<file path="config.mk">
export PLATFORM = sky130hd
export DESIGN_NAME = noc_injection_arbiter
export DESIGN_NICKNAME = d
export VERILOG_FILES = /design/src/rtl/noc_inj_arb_pkg.sv /design/src/rtl/rr_priority_picker.sv /design/src/rtl/noc_injection_arbiter.sv
export SDC_FILE = /design/constraint.sdc
export NUM_CORES = 1
export LEC_CHECK = 0
export ABC_AREA = 1
export CELL_PAD_IN_SITES_DETAIL_PLACEMENT = 1
export CELL_PAD_IN_SITES_GLOBAL_PLACEMENT = 2
export CORE_AREA = 4 4 264 266
export DETAILED_ROUTE_END_ITERATION = 10
export DIE_AREA = 0 0 268 270
export GPL_TIMING_DRIVEN = 0
export PLACE_DENSITY_LB_ADDON = 0.1
export REMOVE_ABC_BUFFERS = 1
export SYNTH_ARGS = -nofsm -noshare
export SYNTH_HDL_FRONTEND = slang
export SYNTH_SLANG_ARGS = --single-unit
export TNS_END_PERCENT = 1
</file>
<file path="constraint.sdc">
create_clock -name clk -period 2.6 [get_ports clk]
set_input_delay 0.65 -clock clk [delete_from_list [all_inputs] [get_ports clk]]
set_output_delay 0.65 -clock clk [all_outputs]
set_load 0.02 [all_outputs]
</file>
<file path="src/rtl/noc_inj_arb_pkg.sv">
// Shared types and helpers for the NoC injection arbiter.
package noc_inj_arb_pkg;

    typedef enum logic {IDLE, LOCKED} arb_state_t;

    function automatic int next_rr(input int ptr, input int n);
        return (ptr + 1 >= n) ? 0 : ptr + 1;
    endfunction

endpackage

</file>
<file path="src/rtl/rr_priority_picker.sv">
// Combinational circular priority search: first set req bit at or after ptr.
module rr_priority_picker #(
    parameter int N = 4,
    localparam int PW = (N > 1) ? $clog2(N) : 1
) (
    input  logic [N-1:0]  req,
    input  logic [PW-1:0] ptr,
    output logic [PW-1:0] grant,
    output logic          any_grant
);

    int            idx;
    logic [PW-1:0] idx_w;

    // Walk offsets from farthest to nearest so the nearest hit wins.
    always_comb begin
        grant     = '0;
        any_grant = 1'b0;
        idx       = 0;
        idx_w     = '0;
        for (int k = N - 1; k >= 0; k--) begin
            idx   = (int'(ptr) + k) % N;
            idx_w = PW'(idx);
            if (req[idx_w]) begin
                grant     = idx_w;
                any_grant = 1'b1;
            end
        end
    end

endmodule

</file>
<file path="src/rtl/noc_injection_arbiter.sv">
// Packet-atomic round-robin arbiter feeding one credit-flow-controlled router injection port.
// Optional consistency checker (err_sticky) enabled by NOC_INJ_ARB_CHECK_EN.
//
//   state  | meaning
//   IDLE   | no packet in flight; grant goes to the next valid source from rr_ptr
//   LOCKED | owner is mid-packet; only owner may send until its tail is accepted
module noc_injection_arbiter
    import noc_inj_arb_pkg::*;
#(
    parameter int NUM_INPUTS        = 4,
    parameter int FLIT_WIDTH        = 128,
    parameter int DEST_WIDTH        = 6,
    parameter int FLIT_BUFFER_DEPTH = 4
) (
    input  logic                             clk,
    input  logic                             rst_n,
    input  logic [NUM_INPUTS-1:0]            in_valid,
    output logic [NUM_INPUTS-1:0]            in_ready,
    input  logic [NUM_INPUTS*FLIT_WIDTH-1:0] in_data,
    input  logic [NUM_INPUTS*DEST_WIDTH-1:0] in_dest,
    input  logic [NUM_INPUTS-1:0]            in_is_tail,
    output logic [FLIT_WIDTH-1:0]            data_out,
    output logic [DEST_WIDTH-1:0]            dest_out,
    output logic                             is_tail_out,
    output logic                             send_out,
    input  logic                             credit_in
`ifdef NOC_INJ_ARB_CHECK_EN
    ,
    output logic                             err_sticky
`endif
);

    localparam int PW = (NUM_INPUTS > 1) ? $clog2(NUM_INPUTS) : 1;
    localparam int CW = $clog2(FLIT_BUFFER_DEPTH + 1);
    localparam logic [CW-1:0] CREDIT_MAX = CW'(FLIT_BUFFER_DEPTH);

    arb_state_t              state;
    logic [PW-1:0]           owner;
    logic [PW-1:0]           rr_ptr;
    logic [PW-1:0]           grant;
    logic [PW-1:0]           acc_idx;
    logic                    any_grant;
    logic [CW-1:0]           credits;
    logic                    accept;
    logic                    sel_tail;
    logic [FLIT_WIDTH-1:0]   sel_data;
    logic [DEST_WIDTH-1:0]   sel_dest;
`ifdef NOC_INJ_ARB_CHECK_EN
    logic [DEST_WIDTH-1:0]   head_dest;
`endif

    rr_priority_picker #(.N(NUM_INPUTS)) u_picker (
        .req       (in_valid),
        .ptr       (rr_ptr),
        .grant     (grant),
        .any_grant (any_grant)
    );

    // in_ready is gated by rst_n so nothing is handshaken while the router is held in reset.
    always_comb begin
        acc_idx  = (state == LOCKED) ? owner : grant;
        accept   = 1'b0;
        if (rst_n && credits != '0) begin
            accept = (state == LOCKED) ? in_valid[owner] : any_grant;
        end
        in_ready = '0;
        if (accept) begin
            in_ready[acc_idx] = 1'b1;
        end
        sel_data = '0;
        sel_dest = '0;
        sel_tail = 1'b0;
        for (int i = 0; i < NUM_INPUTS; i++) begin
            if (acc_idx == PW'(i)) begin
                sel_data = in_data[i*FLIT_WIDTH +: FLIT_WIDTH];
                sel_dest = in_dest[i*DEST_WIDTH +: DEST_WIDTH];
                sel_tail = in_is_tail[i];
            end
        end
    end

    always_ff @(posedge clk) begin
        if (!rst_n) begin
            state       <= IDLE;
            owner       <= '0;
            rr_ptr      <= '0;
            credits     <= CREDIT_MAX;
            send_out    <= 1'b0;
            data_out    <= '0;
            dest_out    <= '0;
            is_tail_out <= 1'b0;
`ifdef NOC_INJ_ARB_CHECK_EN
            head_dest   <= '0;
            err_sticky  <= 1'b0;
`endif
        end else begin
            send_out <= accept;
            if (accept) begin
                data_out    <= sel_data;
                dest_out    <= sel_dest;
                is_tail_out <= sel_tail;
            end

            // Simultaneous accept and return cancel out; returns at full are dropped.
            if (accept && !credit_in) begin
                credits <= credits - CW'(1);
            end else if (!accept && credit_in && credits != CREDIT_MAX) begin
                credits <= credits + CW'(1);
            end

            case (state)
                IDLE: begin
                    if (accept) begin
                        if (sel_tail) begin
                            rr_ptr <= PW'(next_rr(int'(grant), NUM_INPUTS));
                        end else begin
                            state <= LOCKED;
                            owner <= grant;
`ifdef NOC_INJ_ARB_CHECK_EN
                            head_dest <= sel_dest;
`endif
                        end
                    end
                end
                LOCKED: begin
                    if (accept && sel_tail) begin
                        state  <= IDLE;
                        rr_ptr <= PW'(next_rr(int'(owner), NUM_INPUTS));
                    end
                end
            endcase

`ifdef NOC_INJ_ARB_CHECK_EN
            if (credit_in && credits == CREDIT_MAX) begin
                err_sticky <= 1'b1;
            end
            if (state == LOCKED && accept && sel_dest != head_dest) begin
                err_sticky <= 1'b1;
            end
`endif
        end
    end

endmodule

</file>
==> metrics.txt <==
Final Hold Vio Count 0; Mean Syn Cell Area 6.389 um^2; asr flop ratio synth 0%; HPWL Detailed 51.98 mm; die area 72360 um^2; combinational fraction of design power 75.6%; register share of total power 14.0%; Die X 268 um; Cells after Synth 1404; met3 wire length 5.739 mm; flop2flop setup slack -0.31 ns; Max IR drop VDD 0.8685 mV; CP max FO 6; post-synth top area share 32.14%; Switching Share 55.49%; pin count of the biggest net entering global routing 75; global-route wire length before repair 112.7 mm; row count 95; clk sinks 144; ratio of cells with drive above 1 in the final layout 9.817%; Slew Viols, Final 0; Clock Pin Slew Worst Setup and Hold Paths 0.06 ns; vias post-DR 13025; nets@finish 2613; Synth Cell Area 8970 um^2; dominant cell type by area after synthesis dfxtp_1; Lkg Pwr 6.632 nW; H-Tree Depth 4; 1st-pass router iterations 5; CTS tree built; minimum clock period 2.975 ns; Synth area leaders dfxtp_1, nand2_1, o211ai_1, a31oi_1, nand4_1; clock network power share 10.4%; status complete, but fails checks; worst slew pin tran 0.8993 ns; Inst Count DP 2857; Max Cap Violations 0; register bit total from synthesis 144; CORE AREA 67040 um^2; Pwr Density 1519 nW/um^2; number of synthesized flops with an enable pin 0; post-synthesis cell type count 32; initial DRC count 426; DRC violations left 0; vias in the first global route 13982; top layer used by detailed routing met5; Detail Route Antenna Nets 0; clk_skew 0.02019 ns; critical path class register to output port; violated checks setup timing; GRT Total Usage 22.08%; setup slack after layout -0.3753 ns; Syn. warnings 0; Layout Cells excl Fill 2960; Critical Path RT 1.95 ns; Buffers on Ports 686; ys flop type dfxtp_1; Clock Path Buffers 2; worst path arrival time 2.33 ns; Root Buffer clkbuf_16; final cycle utilization of the critical path 114.4%; Sum Neg Setup Slack -24.11 ns; area grow syn2layout 104.7%; wire per inst 27.72 um; unrepaired setup endpoints after global routing true; drt total wl 82.06 mm; routed wl met2 43.20 mm; Int Power 12.41 mW; number of antenna violations at the first check in global routing 25; post-layout util 27.39%; clock latency on the worst-skew pair 0.49 ns; Via density 4.400; IO Count 687; hold crit path type register to register; P_sw 15.47 mW; final setup vio count 136; die height 270 um; slew margin rel. 39.90%; Num CTS Buffers 17; Metal-1 WL 31.96 mm; post-synthesis sequential area ratio 32.14%; CP Capture Type output port; Highest Clock Rate 336.1 MHz; startpoint types register; total gr overflow 0; routability cong. 0.8074; initial core utilization 13.38%
cells in the final DEF (no fill, tap or decap), types with 16 or more instances in the layout:
master | netlist | final
clkdlybuf4s50_1 | 0 | 677
nand2_1 | 644 | 625
dfxtp_1 | 144 | 141
o21ai_0 | 78 | 78
a31oi_1 | 72 | 72
nand3_1 | 77 | 71
o211ai_1 | 71 | 71
nand4_1 | 66 | 66
a21oi_1 | 48 | 45
buf_4 | 14 | 28
a21oi_2 | 24 | 26
nand2_2 | 6 | 17
clkbuf_16 | 0 | 17
inv_1 | 20 | 16
final cells by class:
cell class                 count  area [um^2]
timing repair inverter         2        20.02
inverter                      28        190.2
timing repair buffer         742         7710
multi-input combinational   1130         5787
clock buffer                  20        466.7
antenna                        9        22.52
fill                        8025        48680
tap                          873         1092
sequential                   144         2892
clock inverter                12        178.9
metrics by stage:
step / setup WS [ns] / area [um^2] / total power, mW / hold WS [ns]
4_1_cts: -0.4492 / 18100 / 28.22 / 0.4696
5_1_grt: -0.4831 / 18350 / 29.99 / 0.4853
3_3_place_gp: -8.424 / 16280 / 19.65 / 0.4514
3_5_place_dp: -3.793 / 16610 / 21.61 / 0.4577
2_1_floorplan: -2.469 / 8318 / 12.92 / 0.4524
6_report: -0.3753 / 18360 / 27.88 / 0.4651
critical path, cell delays in order (launching register included):
cell and delay, ns:
dfxtp_4 0.39, buf_6 0.15, o21ai_4 0.19, nand2_2 0.11, nand2_2 0.07, inv_2 0.03
nand2_2 0.07, nand2_4 0.08, a21oi_4 0.17, buf_12 0.14, nor2_8 0.06, nand2_8 0.09
inv_16 0.04, buf_16 0.13, buf_8 0.12
flip-flops by register name, indices dropped and copies added (netlist names):
register     flops
is_tail_out      1
owner            2
send_out         1
dest_out         6
state            1
rr_ptr           2
data_out       128
credits          3
final timing paths:
kind / startpoint / depth (start not counted) / endpoint
worst max-delay path: rr_ptr[0]$_SDFFE_PN0P_ / 14 / in_ready[3]
worst min-delay path: data_out[108]$_SDFFE_PN0N_ / 2 / data_out[108]$_SDFFE_PN0N_
worst max register to register: rr_ptr[0]$_SDFFE_PN0P_ / 14 / data_out[55]$_SDFFE_PN0N_
worst min register to register: data_out[108]$_SDFFE_PN0N_ / 2 / data_out[108]$_SDFFE_PN0N_
synth_stat cells, types with 2 or more instances:
library cell    n
nand2_2         6
inv_1          20
a21oi_2        24
o211ai_1       71
nand4_1        66
buf_4          14
dfxtp_1       144
clkbuf_1       39
nand2_4         2
nand3_2         2
nand3_1        77
buf_2          48
inv_2           8
clkbuf_2        5
nand2_1       644
o21ai_0        78
a31oi_1        72
a21oi_1        48
nor2_1          9
nor2_8          2
buf_6          12
nor3_1          3
logic make-up after synthesis:
kind of cell | share of synthesized area (%)
compound gates | 20.85
fa+ha+maj | 0.2232
buf+inv | 8.439
flops | 32.14
simple gates | 38.35
what timing repair did:
item,CTS,global route
pin swaps,26,25
setup buffers,28,10
setup endpoints to repair,148,145
endpoints found under the hold margin,0,0
hold buffers,0,0
resized for setup,101,39
cloned,23,1
power by group through the flow:
stage	Combinational [mW]	Clock, mW	Sequential, mW
3_5_place_dp	17.7	0	3.87
3_3_place_gp	15.9	0	3.79
2_1_floorplan	7.91	0	5.02
4_1_cts	21.3	3.04	3.88
6_report	21.1	2.91	3.89
5_1_grt	22.9	3.08	4.02
routing by layer:
layer  up-vias  track usage, %
met5         -               0
met4        28           3.900
met3        72           7.452
met2       404           41.04
met1      6405           24.51
li1       6116               -
Power figures use the tool's default switching activity.
